**config.mk**
```make
export PLATFORM = sky130hd
export DESIGN_NAME = lfsr_rr_scheduler_flat
export DESIGN_NICKNAME = d
export VERILOG_FILES = /design/src/rtl/lfsr_pkg.sv /design/src/rtl/lfsr_rr_scheduler_if.sv /design/src/rtl/lfsr_core.sv /design/src/rtl/lfsr_rr_scheduler.sv /design/src/flat_wrapper.sv
export SDC_FILE = /design/constraint.sdc
export NUM_CORES = 1
export LEC_CHECK = 0
export ABC_AREA = 1
export CORE_MARGIN = 2
export CORE_UTILIZATION = 31
export CTS_BUF_LIST = sky130_fd_sc_hd__clkbuf_16
export DETAILED_ROUTE_END_ITERATION = 16
export GPL_ROUTABILITY_DRIVEN = 0
export GPL_TIMING_DRIVEN = 0
export PLACE_DENSITY = 0.63
export SLEW_MARGIN = 10
export SYNTH_ARGS = -nofsm -noshare
export SYNTH_HDL_FRONTEND = slang
export SYNTH_HIERARCHICAL = 1
export SYNTH_SLANG_ARGS = --single-unit
```
**constraint.sdc**
```tcl
create_clock -name clk -period 1.8 [get_ports clk]
set_clock_uncertainty 0.2 [all_clocks]
set_input_delay 0.27 -clock clk [delete_from_list [all_inputs] [get_ports clk]]
set_output_delay 0.27 -clock clk [all_outputs]
set_load 0.005 [all_outputs]
```
**src/rtl/lfsr_pkg.sv**
```systemverilog
// Shared types and helpers for the LFSR round-robin scheduler slice.
package lfsr_pkg;

    localparam int unsigned MAX_W = 32;

    localparam logic [3:0] DEFAULT_TAPS_4 = 4'b0011;
    localparam logic [3:0] DEFAULT_SEED_4 = 4'b0001;

    typedef enum logic [1:0] {
        IDLE    = 2'd0,
        GRANT   = 2'd1,
        ADVANCE = 2'd2
    } state_t;

    // One Galois step on the low w bits of s; upper bits are cleared.
    function automatic logic [MAX_W-1:0] lfsr_next(input logic [MAX_W-1:0] s,
                                                  input logic [MAX_W-1:0] taps,
                                                  input int unsigned      w);
        logic [MAX_W-1:0] shifted;
        logic [MAX_W-1:0] mask;
        mask    = (w >= MAX_W) ? '1 : ((MAX_W'(1) << w) - MAX_W'(1));
        shifted = {s[MAX_W-2:0], 1'b0};
        if (s[5'(w - 1)]) begin
            shifted = shifted ^ taps;
        end
        return shifted & mask;
    endfunction

endpackage

```
**src/rtl/lfsr_rr_scheduler_if.sv**
```systemverilog
// Request/grant/random-word bundle between consumers and the scheduler.
interface lfsr_rr_scheduler_if #(
    parameter int unsigned N = 4,
    parameter int unsigned W = 4
);
    logic         enable;
    logic         seed_load;
    logic [W-1:0] seed;
    logic [N-1:0] req;
    logic [N-1:0] grant;
    logic         rnd_valid;
    logic [W-1:0] rnd_data;
    logic         lockup;

    modport master (
        output enable, seed_load, seed, req,
        input  grant, rnd_valid, rnd_data, lockup
    );

    modport slave (
        input  enable, seed_load, seed, req,
        output grant, rnd_valid, rnd_data, lockup
    );
endinterface

```
**src/rtl/lfsr_core.sv**
```systemverilog
// W-bit Galois LFSR register with load (priority) and step.
module lfsr_core
    import lfsr_pkg::*;
#(
    parameter int unsigned W          = 4,
    parameter logic [W-1:0] TAPS       = W'(DEFAULT_TAPS_4),
    parameter logic [W-1:0] RESET_SEED = W'(DEFAULT_SEED_4)
) (
    input  logic         clk,
    input  logic         rst,
    input  logic         step,
    input  logic         load,
    input  logic [W-1:0] load_value,
    output logic [W-1:0] value
);

    always_ff @(posedge clk or posedge rst) begin
        if (rst) begin
            value <= RESET_SEED;
        end else if (load) begin
            value <= load_value;
        end else if (step) begin
            value <= W'(lfsr_next(MAX_W'(value), MAX_W'(TAPS), W));
        end
    end

endmodule

```
**src/rtl/lfsr_rr_scheduler.sv**
```systemverilog
// Round-robin sharing of one LFSR between N requesters; one word per grant,
// STEPS LFSR advances between grants, seed load and zero-lockup recovery.
module lfsr_rr_scheduler
    import lfsr_pkg::*;
#(
    parameter int unsigned  N          = 4,
    parameter int unsigned  W          = 4,
    parameter logic [W-1:0] TAPS       = W'(DEFAULT_TAPS_4),
    parameter logic [W-1:0] RESET_SEED = W'(DEFAULT_SEED_4),
    parameter int unsigned  STEPS      = 1
) (
    input logic                 clk,
    input logic                 rst,
    lfsr_rr_scheduler_if.slave  bus
);

    localparam int unsigned IDX_W = (N > 1) ? $clog2(N) : 1;
    localparam int unsigned CNT_W = 8;

    state_t           state;
    logic [IDX_W-1:0] rr_ptr;
    logic [CNT_W-1:0] step_cnt;
    logic [N-1:0]     grant;
    logic             rnd_valid;
    logic [W-1:0]     rnd_data;
    logic             lockup;

    logic [W-1:0]     lfsr;
    logic [W-1:0]     load_value;
    logic [IDX_W-1:0] pick;
    logic             any_req;
    logic             lfsr_zero;
    logic             core_load;
    logic             core_step;

    // First set request at or above ptr, wrapping modulo N.
    function automatic logic [IDX_W-1:0] rr_pick(input logic [N-1:0]     r,
                                                 input logic [IDX_W-1:0] ptr);
        logic [IDX_W-1:0] sel;
        logic             found;
        int unsigned      j;
        sel   = ptr;
        found = 1'b0;
        for (int unsigned k = 0; k < N; k++) begin
            j = (32'(ptr) + k) % N;
            if (!found && r[IDX_W'(j)]) begin
                sel   = IDX_W'(j);
                found = 1'b1;
            end
        end
        return sel;
    endfunction

    assign any_req    = |bus.req;
    assign pick       = rr_pick(bus.req, rr_ptr);
    assign lfsr_zero  = (lfsr == '0);
    // A zero state is replaced by 1 on the next advance instead of stepping.
    assign core_load  = bus.seed_load || ((state == ADVANCE) && lfsr_zero);
    assign core_step  = (state == ADVANCE) && !bus.seed_load;
    assign load_value = (bus.seed_load && (bus.seed != '0)) ? bus.seed : W'(1);

    lfsr_core #(
        .W          (W),
        .TAPS       (TAPS),
        .RESET_SEED (RESET_SEED)
    ) u_core (
        .clk        (clk),
        .rst        (rst),
        .step       (core_step),
        .load       (core_load),
        .load_value (load_value),
        .value      (lfsr)
    );

    always_ff @(posedge clk or posedge rst) begin
        if (rst) begin
            state     <= IDLE;
            rr_ptr    <= '0;
            step_cnt  <= '0;
            grant     <= '0;
            rnd_valid <= 1'b0;
            rnd_data  <= '0;
            lockup    <= 1'b0;
        end else begin
            grant     <= '0;
            rnd_valid <= 1'b0;
            lockup    <= 1'b0;
            if (bus.seed_load) begin
                state  <= IDLE;
                lockup <= (bus.seed == '0);
            end else begin
                unique case (state)
                    IDLE: begin
                        if (bus.enable && any_req) begin
                            state <= GRANT;
                        end
                    end
                    GRANT: begin
                        if (any_req) begin
                            grant     <= N'(1) << pick;
                            rnd_valid <= 1'b1;
                            rnd_data  <= lfsr;
                            rr_ptr    <= IDX_W'((32'(pick) + 32'd1) % N);
                            step_cnt  <= CNT_W'(STEPS - 1);
                            state     <= ADVANCE;
                        end else begin
                            state <= IDLE;
                        end
                    end
                    ADVANCE: begin
                        if (lfsr_zero) begin
                            lockup <= 1'b1;
                        end
                        if (step_cnt == '0) begin
                            state <= (bus.enable && any_req) ? GRANT : IDLE;
                        end else begin
                            step_cnt <= step_cnt - CNT_W'(1);
                        end
                    end
                    default: state <= IDLE;
                endcase
            end
        end
    end

    assign bus.grant     = grant;
    assign bus.rnd_valid = rnd_valid;
    assign bus.rnd_data  = rnd_data;
    assign bus.lockup    = lockup;

endmodule

```
**src/flat_wrapper.sv**
```systemverilog
// flat-port wrapper written by rule: the top's interface ports become plain ports
module lfsr_rr_scheduler_flat import lfsr_pkg::*;
#(
    parameter int unsigned  N          = 4,
    parameter int unsigned  W          = 4,
    parameter logic [W-1:0] TAPS       = W'(DEFAULT_TAPS_4),
    parameter logic [W-1:0] RESET_SEED = W'(DEFAULT_SEED_4),
    parameter int unsigned  STEPS      = 1
)
  (clk, rst, bus_enable, bus_seed_load, bus_seed, bus_req, bus_grant, bus_rnd_valid, bus_rnd_data, bus_lockup);
  lfsr_rr_scheduler_if #(.N(N), .W(W)) bus_i ();
  input logic clk;
  input logic rst;
  input wire logic [$bits(bus_i.enable)-1:0] bus_enable;
  input wire logic [$bits(bus_i.seed_load)-1:0] bus_seed_load;
  input wire logic [$bits(bus_i.seed)-1:0] bus_seed;
  input wire logic [$bits(bus_i.req)-1:0] bus_req;
  output wire logic [$bits(bus_i.grant)-1:0] bus_grant;
  output wire logic [$bits(bus_i.rnd_valid)-1:0] bus_rnd_valid;
  output wire logic [$bits(bus_i.rnd_data)-1:0] bus_rnd_data;
  output wire logic [$bits(bus_i.lockup)-1:0] bus_lockup;
  assign bus_i.enable = bus_enable;
  assign bus_i.seed_load = bus_seed_load;
  assign bus_i.seed = bus_seed;
  assign bus_i.req = bus_req;
  assign bus_grant = bus_i.grant;
  assign bus_rnd_valid = bus_i.rnd_valid;
  assign bus_rnd_data = bus_i.rnd_data;
  assign bus_lockup = bus_i.lockup;
  lfsr_rr_scheduler #(.N(N), .W(W), .TAPS(TAPS), .RESET_SEED(RESET_SEED), .STEPS(STEPS)) u_core (.clk(clk), .rst(rst), .bus(bus_i));
endmodule
```
======== Yosys cells after proc, flatten, opt, wreduce, memory -nomap -nowiden ========
Index checks and enable logic that the tools add are counted.
word-level totals
  flip-flop bits (word level) ............. 26
  input bits .............................. 12
  output and inout bits ................... 10
  word-level logic and storage cells ...... 85
cells by class
  add/sub/neg operators ................... 5
  order comparisons ....................... 4
  equal/unequal tests ..................... 6
  shift operators ......................... 1
  muxes and demuxes ....................... 36
  bitwise gates (word level) .............. 2
  reductions and logical operators ........ 23
operators by type and width
  kind                 count
  $mux 4               6
  $mux 2               8
  $mux 8               2
  $pmux 8 s2           1
  $mux 1               14
  $lt 2x3->1 const B   4
  $bmux 1 s2           4
  $logic_not 4->1      2
  $logic_not 8->1      1
  $sub 8x1->8 const B  1
  $logic_and 1x1->1    7
  $pmux 2 s3           1
  $add 2x1->2 const B  2
  $add 2x2->2 const B  2
  $logic_not 1->1      4
  $reduce_and 4->1     1
  $reduce_bool 2->1    2
  $reduce_bool 4->1    1
  $reduce_or 4->1      1
  $shl 1x2->4 const A  1
  $ne 3x2->1 const B   1
  $ne 3x3->1 const B   1
  $reduce_and 3->1     1
  $eq 2x1->1 const B   1
  other kinds (8)      8

======== Longest topological paths before layout ========
Gate-level depths: netlist of the first run.
  depth in word-level cells ............... 16
  gate-level depth with buffers ........... 15
  mapped depth without buffers ............ 14

======== Cells and area by module ========
The synthesis of the first run kept the hierarchy.
modules (own cells, without submodules)
  module             instances  cells an instance  area an instance (um2)  sequential area each (um2)
  lfsr_rr_scheduler  1          197                1448.9                  550.5
  lfsr_core          1          29                 210.2                   101.3

======== Worst setup path after synthesis of the first run ========
OpenSTA, ideal clock, no wires.
  path kind ............................... reg-to-reg
  start point ............................. register u_core.step_cnt[0]
  end point ............................... register u_core.step_cnt[1]
  library setup time ...................... 0.094 ns
  data arrival time ....................... 1.394 ns
  data required time ...................... 1.506 ns
  slack ................................... 0.111 ns
  cell stages (with the launch flop) ...... 8
  path buffers ............................ 1
  clock period less this slack ............ 1.689 ns
  cells stage by stage .................... dfrtp_1 > inv_1 > ha_1 > inv_1 > nor4_2 > o21ai_2 > buf_4 > a211oi_1
between the ends
  word-level cells in the longest chain between the ends .. 3
  elaborated cells between the ends (all ways) .. 6
  classes of those cells .................. add/sub (1); eq/ne (1); mux (2); reduce/logical (2)
RTL lines
  what                                                   line                                                RTL
  from (decl)                                            lfsr_rr_scheduler.sv:22                             logic [CNT_W-1:0] step_cnt;
  from (signal assigned)                                 lfsr_rr_scheduler.sv:104                            step_cnt <= CNT_W'(STEPS - 1);
  from (signal assigned)                                 lfsr_rr_scheduler.sv:117                            step_cnt <= step_cnt - CNT_W'(1);
  $sub 8x1->8 / $logic_not 8->1 (equally long branches)  lfsr_rr_scheduler.sv:117, lfsr_rr_scheduler.sv:114
  $mux 8 / $ne 2x2->1 (equally long branches)            n/a
  $pmux 8 s2 / $reduce_and 4->1 (equally long branches)  n/a
Parallel ways exist; a longest one is shown, timed or not. The select of a mux whose other input is x is not followed.
A chain may end at the register's enable or synchronous reset.

======== Worst setup path after layout of the first run ========
  start point ............................. register u_core.rr_ptr[0]
  end point ............................... register u_core.grant[3], in the netlist u_core/bus.grant[3]
between the ends
  word-level cells in the longest chain between the ends .. 16
  elaborated cells between the ends (all ways) .. 27
  classes of those cells .................. add/sub (3); shift (1); mux (17); reduce/logical (6)
RTL lines
  what                                                  line                      RTL
  from (decl)                                           lfsr_rr_scheduler.sv:21   logic [IDX_W-1:0] rr_ptr;
  from (signal assigned)                                lfsr_rr_scheduler.sv:103  rr_ptr <= IDX_W'((32'(pick) + 32'd1) % N);
  branches (longest 11 deep; another with $add 2x1->2)  n/a
  $mux 2 *                                              lfsr_rr_scheduler.sv:46   if (!found && r[IDX_W'(j)]) begin
  $shl 1x2->4 *                                         lfsr_rr_scheduler.sv:100  grant <= N'(1) << pick;
  $mux 4 *                                              lfsr_rr_scheduler.sv:99   if (any_req) begin
  $mux 4 *                                              lfsr_rr_scheduler.sv:92   unique case (state)
  $mux 4 *                                              lfsr_rr_scheduler.sv:88   if (bus.seed_load) begin
  to (signal assigned)                                  lfsr_rr_scheduler.sv:100
  to (decl)                                             lfsr_rr_scheduler.sv:23   logic [N-1:0] grant;
Every way passes the cells marked *. The select of a mux whose other input is x is not followed.

==> reports/qor.csv, run 1 <==
metric,value,unit
status,"complete, but fails checks",
violations,negative setup slack,
detail_route.wl_per_cell,11.0,µm
via_per_inst,4.49,
overflow,0,
syn2layout_area_growth,36.1,%
synth_warnings,6,
mostFrequentLayoutCells,"nand2_1, inv_1, dfrtp_1, clkdlybuf4s50_1, nand3_1",
initial_core_util,32.3,%
synth_seq_cells,26,
dieArea,5950,µm²
die_h,77.2,µm
setup_viol,2,
finalNonFillerCells,332,
drt-total-wl,3660,µm
required,1.81,ns
cp_max_fo,5,
die_w,77.2,µm
drc,0,
cts_buffers,3,
ant_nets,0,
cts_tree,done,
cpMostUsedCell,nand2_2,
dr_total_vias,1491,
clockRootBuffer,clkbuf_16,
rsz0062_at_grt,true,
drt-pass1-iter-count,4,
hp-class,primary input to async pin,
synth_area_leader_cell,dfrtp_1,
ys_types,27,
hold_ws,0.0610,ns
max_stage_delay,0.41,ns
syn-cell-area,1660,µm²
nNetsFinal,277,
peakVddDrop,446,µV
crit_family,simple AND/OR/NAND/NOR gates,
place_hpwl,2570,µm
dp_cells,317,
track_usage,12.9,%
finalHoldViolations,0,
setup_ws,-0.0151,ns
path_buf_inv,5,
row_count,26,
antenna_found_initial,0,
io_pins,22,
avgSynthCellArea,7.34,µm²
slew_headroom,42.1,%
path_cells,"inv_2, buf_6, nand2_1, nand2_2, nand2_4, nand2_4, nand2_4, inv_2, nand2_2, nand2_2, nand2_2, nor2_1, nand2_1, buf_4, inv_1",
maxCapViolCount,0,
multi_input_area,926,µm²
synth_top_area_share,37.7,%
leakage,0.00115,µW
grt_pass1_wl,6200,µm
finalCritPeriodShare,101,%
clkLatencyLatePin,0.27,ns
drtIter0Drc,75,
min_period,1.82,ns
antenna_cells,0,
crit_path_end_kind,register,
clockBufferDepth,2,
fmax,551,MHz
grt_max_degree,23,
place.port_buffers,21,
numClockSinks,26,
htree_levels,1,
layout-drive-gt1-share,26.7,%
start_kind,register,
timing.final.max_slew_violations,0,
synth_seq_area_share,39.3,%
powerDensity,1440,nW/µm²
grt_pass1_vias,1416,
seqCellArea,652,µm²
worst_pin_slew,0.868,ns
crit_type,register to register,
synth_cells,226,
synthesis.nets,240,
slowest_stage,dfrtp_1,
core,5140,µm²
final_common_cell,nand2_1,
fillerInstances,558,
path_clk_slew,0.07,ns
yosys-top-cells-area,"dfrtp_1, nand2_1, inv_1",
cp.arrival,1.83,ns
[state kept, by name, indices dropped and copies added, names as in the netlist]
signal / flops
u_core/step_cnt: 8
u_core/bus.grant: 4
u_core/bus.rnd_data: 4
u_core/u_core/value: 4
u_core/rr_ptr: 2
u_core/state: 2
u_core/bus.lockup: 1
u_core/bus.rnd_valid: 1
[report_power, final]
group / total, µW / switching [µW] / internal (µW)
combinational: 1750 / 1010 / 743
sequential: 828 / 113 / 715
clock: 665 / 222 / 444
[cell families (layout without fill, tap and decap cells)]
family	count (synthesis)	count (layout)	synth area share, %
buffers and inverters	39	75	11.0
DFF	26	26	39.3
adders and majority gates	2	2	1.51
xor gates and xnor gates	4	4	2.11
and+or+nand+nor	140	140	40.9
AOI/OAI and AO/OA	15	15	5.13
[Yosys cell counts]
cell type  instances
a211oi_1           1
a21oi_1            4
a21oi_2            1
buf_4              1
buf_6              4
clkinv_1           1
dfrtp_1           25
dfstp_2            1
ha_1               2
inv_1             30
inv_2              2
inv_4              1
nand2_1           74
nand2_2           12
nand2_4            3
nand3_1           17
nand3_2            5
nand3b_1           2
nand4_1            4
nor2_1            14
nor2_2             5
nor2_4             1
nor3_1             2
nor4_2             1
o21ai_0            8
o21ai_2            1
xor2_1             4
[worst paths after layout]
| kind | startpoint | to | slack [ns] | cells after the start |
|---|---|---|---|---|
| worst min-delay path | rst | u_core/u_core/value[2]$_DFFE_PP0P_ | 0.06 | 2 |
| worst min register to register | u_core/bus.rnd_data[0]$_DFFE_PP0P_ | u_core/bus.rnd_data[0]$_DFFE_PP0P_ | 0.29 | 2 |
| min in group clk | u_core/bus.rnd_data[0]$_DFFE_PP0P_ | u_core/bus.rnd_data[0]$_DFFE_PP0P_ | 0.29 | 2 |
| worst max-delay path | u_core/rr_ptr[0]$_DFFE_PP0P_ | u_core/bus.grant[3]$_DFF_PP0_ | -0.02 | 15 |
| max in group asynchronous | rst | u_core/rr_ptr[1]$_DFFE_PP0P_ | 0.51 | 2 |
| worst max register to register | u_core/rr_ptr[0]$_DFFE_PP0P_ | u_core/bus.grant[3]$_DFF_PP0_ | -0.02 | 15 |
[what timing repair did]
item	4_1_cts	5_1_grt
endpoints found under the setup margin	10	15
gates resized for setup	8	28
pin swaps	1	20
hold buffers	0	0
cloned	1	0
setup buffers	2	8
[stage by stage]
step / instance area, µm² / power, µW / utilization [%] / setup WS [ns] / TNS, ns
finish: 2260 / 3240 / 43.9 / -0.0151 / -0.0239
global route: 2260 / 3500 / 43.9 / -0.132 / -0.734
CTS: 2110 / 3020 / 41.0 / 0.00519 / 0
detailed placement: 1960 / 2260 / 38.1 / -0.411 / -4.91
global placement: 1960 / 2250 / 38.1 / -0.384 / -4.58
floorplan: 1660 / 1950 / - / 0.111 / 0
[routing by layer]
layer	wire, µm	vias to the layer above	track usage (%)
met4	69	0	5.36
met1	1740	693	16.5
met2	1740	20	21.0
met3	106	5	2.94
met5	0	-	0
li1	-	773	-
[layout make-up]
class	instances	share of cell area, %
Timing Repair Buffer	32	13.1
Clock buffer	3	3.32
Clock inverter	1	1.33
Multi-Input combinational cell	161	41.0
Tap cell	70	3.88
Inverter	34	6.04
Sequential cell	26	28.9
Buffer	5	2.49
[worst register-to-register path: cells and delay by family (launching register included)]
| family | cells | cell delay, ns |
|---|---|---|
| DFF | 1 | 0.41 |
| and+or+nand+nor | 10 | 0.72 |
| buffers and inverters | 5 | 0.45 |
Power figures use the tool's default switching activity.
==> run 2: changes to the inputs <==
CORE_ASPECT_RATIO = 1.1   (was not set)
==> run 2 against run 1 <==
Compared with the run above:
- the run still ends with negative setup slack left
- core utilization grew 0.97 points
- sequential share of layout area is 0.22 points lower
- setup slack worse by 0.054 ns
- die area about the same
- via count is 2.7% higher
- critical path depth down 2
- sequential power about the same
- clock power shrank 3.6%
- wire length down 0.14%
- combinational power up 9%
- count of clock-buffer cells in the layout stayed put
- final cell count shrank 4.2%
- largest cell class unchanged
==> reports/qor.csv, run 2 (synthesized netlist as in run 1, its figures left out) <==
metric,value,unit,change
initial_core_util,32.7,%,was 32.3%
required,1.76,ns,was 1.81 ns
status,"complete, but fails checks",,unchanged
max_stage_delay,0.41,ns,about the same
path_buf_inv,2,,was 5
row_count,27,,was 26
ant_nets,0,,unchanged
nNetsFinal,275,,was 277
cts_hold_buf,0,,unchanged
grt_pass1_vias,1322,,"was 1,416"
drtIter0Drc,69,,was 75
cts_tree,done,,unchanged
crit_type,register to register,,unchanged
timing.final.max_slew_violations,0,,unchanged
start_kind,register,,unchanged
slowest_stage,dfrtp_1,,unchanged
worst_pin_slew,0.848,ns,was 0.868 ns
antenna_cells,0,,unchanged
syn2layout_area_growth,37.2,%,was 36.1%
cp.arrival,1.83,ns,about the same
crit_family,simple AND/OR/NAND/NOR gates,,unchanged
via_per_inst,4.82,,was 4.49
clockRootBuffer,clkbuf_16,,unchanged
drt-pass1-iter-count,4,,unchanged
clockBufferDepth,2,,unchanged
crit_path_end_kind,register,,unchanged
die_w,73.8,µm,was 77.2 µm
antenna_found_initial,0,,unchanged
peakVddDrop,576,µV,was 446 µV
drt-total-wl,3660,µm,about the same
io_pins,22,,unchanged
fmax,535,MHz,was 551 MHz
place.port_buffers,21,,unchanged
htree_levels,1,,unchanged
path_clk_slew,0.07,ns,about the same
cp_max_fo,5,,unchanged
mostFrequentLayoutCells,"nand2_1, inv_1, dfrtp_1, clkdlybuf4s50_1, nand2_2",,"was nand2_1, inv_1, dfrtp_1, clkdlybuf4s50_1, nand3_1"
r2r_slack,-0.07,ns,was -0.02 ns
layout-drive-gt1-share,28.5,%,was 26.7%
detail_route.wl_per_cell,11.5,µm,was 11.0 µm
violations,negative setup slack,,unchanged
drc,0,,unchanged
setup_viol,1,,was 2
hp-class,primary input to async pin,,unchanged
finalHoldViolations,0,,unchanged
largest_register_ffs,8,,unchanged
min_period,1.87,ns,was 1.82 ns
die_h,80.7,µm,was 77.2 µm
path_cells,"inv_2, buf_8, nand2_4, nand2_4, nand2_2, nand2_2, nand2_4, nor2_4, nand2_2, nand2_4, nand2_2, nor2_4, nor2_2",,"was inv_2, buf_6, nand2_1, nand2_2, nand2_4, nand2_4, nand2_4, inv_2, nand2_2, nand2_2, nand2_2, nor2_1, nand2_1, buf_4, inv_1"
track_usage,12.2,%,was 12.9%
dr_total_vias,1532,,"was 1,491"
clkLatencyLatePin,0.26,ns,was 0.27 ns
overflow,0,,unchanged
finalCritPeriodShare,104,%,was 101%
place_area,1940,µm²,was 1960 µm²
leakage,0.00116,µW,was 0.00115 µW
top_register,u_core/step_cnt,,unchanged
powerDensity,1480,nW/µm²,was 1440 nW/µm²
maxCapViolCount,0,,unchanged
slew_headroom,43.4,%,was 42.1%
final_core_util,44.9,%,was 43.9%
hold_ws,0.0169,ns,was 0.0610 ns
rsz0062_at_grt,true,,unchanged
final_area,2280,µm²,was 2260 µm²
final_common_cell,nand2_1,,unchanged
grt_max_degree,23,,unchanged
core,5070,µm²,was 5140 µm²
dieArea,5950,µm²,about the same
setup_ws,-0.0686,ns,was -0.0151 ns
place_hpwl,2550,µm,was 2570 µm
numClockSinks,26,,unchanged
cts_buffers,3,,unchanged
grt_pass1_wl,5710,µm,was 6200 µm
[run 2: path summary, 6_finish.rpt]
kind | from | to | cells after the start
worst max-delay path | u_core/rr_ptr[0]$_DFFE_PP0P_ | u_core/rr_ptr[1]$_DFFE_PP0P_ | 13
worst min-delay path | rst | u_core/u_core/value[3]$_DFFE_PP0P_ | 2
worst max register to register | u_core/rr_ptr[0]$_DFFE_PP0P_ | u_core/rr_ptr[1]$_DFFE_PP0P_ | 13
worst min register to register | u_core/bus.rnd_data[0]$_DFFE_PP0P_ | u_core/bus.rnd_data[0]$_DFFE_PP0P_ | 2
max in group asynchronous | rst | u_core/state[1]$_DFFE_PP0P_ | 2
min in group clk | u_core/bus.rnd_data[0]$_DFFE_PP0P_ | u_core/bus.rnd_data[0]$_DFFE_PP0P_ | 2
[run 2: power by group]
group	leakage, µW	internal (µW)	total, µW	switching, µW
clock network	0.0000511	442	641	199
registers	0.000340	715	828	112
logic	0.000767	809	1910	1100
total	0.00116	1970	3380	1410
[run 2: area by class of cell]
class,count,area [µm²]
clock buffer,3,75.1
fill,488,2790
buffer,5,60.1
inverter,34,140
clock inverter,1,30.0
timing repair buffer,30,298
sequential,26,652
tap,58,72.6
multi-input combinational,161,948
[run 2: metrics by stage]
step	TNS [ns]	cells	total power [µW]	setup slack [ns]
after floorplan	0	226	1950	0.111
after global placement	-5.12	305	2240	-0.387
after detailed placement	-5.51	305	2270	-0.425
after CTS	-0.0108	309	2970	-0.00821
after global routing	-0.682	318	3630	-0.160
final	-0.0686	318	3380	-0.0686
[run 2: repair_timing]
item	CTS	global route
setup buffers	0	8
gates resized for setup	8	36
pin swaps	0	24
setup endpoints to repair	14	18
gates cloned	0	1
[run 2: layer usage]
metal / GRT usage, % / wire length, µm / up-vias
met5: 0 / 0 / -
met4: 5.45 / 72 / 0
met3: 1.51 / 83 / 5
met2: 21.0 / 1880 / 31
met1: 15.0 / 1620 / 723
li1: - / - / 773
==> run 3: changes to the inputs <==
CORE_UTILIZATION = 49   (was 31)
PLACE_DENSITY = 0.86   (was 0.63)
SETUP_SLACK_MARGIN = 0.4   (was not set)
==> run 3 against run 2 <==
Compared with the run above:
- combinational power increased by 11%
- global-route usage increased by 12 points
- critical path type unchanged
- non-clock buffer count increased by 25
- final cell count increased by 0.94%
- the flow still finishes with violations (negative setup slack)
- die area decreased by 35%
- total power increased by 7.4%
- fmax decreased by 1.8%
- setup slack got worse by 0.034 ns
- clock power increased by 2%
==> reports/qor.csv, run 3 (synthesized netlist as in run 1, its figures left out) <==
metric,value,unit,change
status,"complete, but fails checks",,unchanged
violations,negative setup slack,,unchanged
worstReg2RegEnd,u_core/rr_ptr[1]$_DFFE_PP0P_,,unchanged
rsz0062_at_grt,true,,unchanged
setup_viol,14,,was 1
fmax,526,MHz,was 535 MHz
maxCapViolCount,0,,unchanged
multi_input_area,1020,µm²,was 948 µm²
via_per_inst,5.85,,was 4.82
required,1.76,ns,about the same
min_period,1.90,ns,was 1.87 ns
layout-drive-gt1-share,43.5,%,was 28.5%
peakVddDrop,695,µV,was 576 µV
detail_route.wl_per_cell,17.8,µm,was 11.5 µm
largest_register_ffs,8,,unchanged
r2r_cells,13,,unchanged
antenna_cells,0,,unchanged
cts_tree,done,,unchanged
place_hpwl,2430,µm,was 2550 µm
finalHoldViolations,0,,unchanged
dr_total_vias,1877,,"was 1,532"
grt_max_degree,23,,unchanged
antenna_found_initial,0,,unchanged
cp.arrival,1.86,ns,was 1.83 ns
finalCritPeriodShare,106,%,was 104%
drtIter0Drc,155,,was 69
cp_max_fo,5,,unchanged
htree_levels,1,,unchanged
r2r_slack,-0.10,ns,was -0.07 ns
grt_pass1_vias,1541,,"was 1,322"
worst_pin_slew,0.501,ns,was 0.848 ns
drt-pass1-iter-count,5,,was 4
grt_pass1_wl,7090,µm,was 5710 µm
numClockSinks,26,,unchanged
start_kind,register,,unchanged
hold_ws,0.0636,ns,was 0.0169 ns
clockBufferDepth,2,,unchanged
crit_type,register to register,,unchanged
drc,0,,unchanged
timing.final.max_slew_violations,0,,unchanged
powerDensity,1430,nW/µm²,was 1480 nW/µm²
final_common_cell,nand2_1,,unchanged
seqCellArea,653,µm²,was 652 µm²
slew_headroom,66.5,%,was 43.4%
io_pins,22,,unchanged
fillerInstances,199,,was 488
row_count,22,,was 27
top_register,u_core/step_cnt,,unchanged
leakage,0.00133,µW,was 0.00116 µW
die_h,65.0,µm,was 80.7 µm
final_area,2540,µm²,was 2280 µm²
ant_nets,0,,unchanged
overflow,0,,unchanged
drt-total-wl,5710,µm,was 3660 µm
nNetsFinal,300,,was 275
cts_buffers,3,,unchanged
crit_start,u_core/rr_ptr[0]$_DFFE_PP0P_,,unchanged
final_core_util,77.6,%,was 44.9%
clockRootBuffer,clkbuf_16,,unchanged
dieArea,3870,µm²,was 5950 µm²
clkLatencyLatePin,0.26,ns,about the same
place.port_buffers,21,,unchanged
core,3280,µm²,was 5070 µm²
hp-class,primary input to async pin,,unchanged
pre_cts_slack,-0.368,ns,was -0.425 ns
initial_core_util,50.6,%,was 32.7%
r2r_start,u_core/rr_ptr[0]$_DFFE_PP0P_,,unchanged
path_clk_slew,0.07,ns,about the same
crit_path_end_kind,register,,unchanged
syn2layout_area_growth,53.2,%,was 37.2%
track_usage,24.4,%,was 12.2%
setup_ws,-0.102,ns,was -0.0686 ns
total_power,3630,µW,was 3380 µW
place_area,1940,µm²,about the same
die_w,59.5,µm,was 73.8 µm
mostFrequentLayoutCells,"nand2_1, dfrtp_1, nand2_2, buf_4, inv_1",,"was nand2_1, inv_1, dfrtp_1, clkdlybuf4s50_1, nand2_2"
endpoint,u_core/rr_ptr[1]$_DFFE_PP0P_,,unchanged
-- run 3: cell types whose count changed in the layout (fill, tap and decap cells not counted), moves of 4 or more --
cell | before | now
buf_4 | 8 | 22
clkdlybuf4s50_1 | 20 | 6
buf_6 | 4 | 16
dlygate4sd2_1 | 0 | 9
inv_1 | 27 | 19
inv_2 | 4 | 11
o21ai_0 | 7 | 1
nand2_2 | 18 | 23
nor2_1 | 11 | 7
-- run 3: final cells by class --
cell class	count	area share (%)
multi-input combinational	161	40.3
clock inverter	1	1.18
sequential	26	25.7
clock buffer	3	2.95
inverter	34	5.76
tap	36	1.77
buffer	5	2.36
timing repair buffer	55	19.9
-- run 3: how the worst min path moves through the flow --
stage	endpoint	slack [ns]	from
after global placement	u_core/bus.rnd_data[1]$_DFFE_PP0P_	0.27	u_core/bus.rnd_data[1]$_DFFE_PP0P_
after detailed placement	u_core/bus.rnd_data[1]$_DFFE_PP0P_	0.27	u_core/bus.rnd_data[1]$_DFFE_PP0P_
after floorplan	u_core/u_core/value[1]$_DFFE_PP0P_	-0.16	rst
after global routing	u_core/u_core/value[1]$_DFFE_PP0P_	0.10	rst
final	u_core/u_core/value[2]$_DFFE_PP0P_	0.06	rst
after CTS	u_core/u_core/value[1]$_DFFE_PP0P_	0.008	rst
-- run 3: per-layer routing --
metal / track usage (%) / up-vias / wire length [µm]
met5: 0 / - / 0
met4: 8.81 / 0 / 398
met3: 3.19 / 50 / 333
met2: 42.6 / 131 / 2900
met1: 29.9 / 881 / 2080
li1: - / 815 / -
-- run 3: what timing repair did --
item	in CTS	in global routing
gates cloned	2	0
buffers inserted	15	17
pin swaps	10	24
endpoints found under the setup margin	35	49
gates resized for setup	40	62
hold buffers	0	0
-- run 3: metrics by stage --
step                      std cells  TNS [ns]
after floorplan                 226         0
after global placement          283     -3.92
after detailed placement        283     -4.66
after CTS                       304         0
after global routing            321     -1.56
final                           321    -0.697
-- run 3: critical path, cell delays in order (launching register included) --
cell,delay (ns)
dfrtp_1,0.43
inv_2,0.11
buf_6,0.12
nand2_2,0.07
nand2_4,0.08
nand2_1,0.06
nand2_1,0.08
nand2_2,0.06
nor2_2,0.15
nand2_1,0.13
nand2_4,0.12
nand2_2,0.07
nand2_2,0.08
nor2_2,0.03
-- run 3: power breakdown --
| part | total, µW | switching, µW | internal, µW |
|---|---|---|---|
| clock | 655 | 212 | 443 |
| combinational | 2120 | 1260 | 862 |
| sequential | 853 | 137 | 716 |
| total | 3630 | 1610 | 2020 |
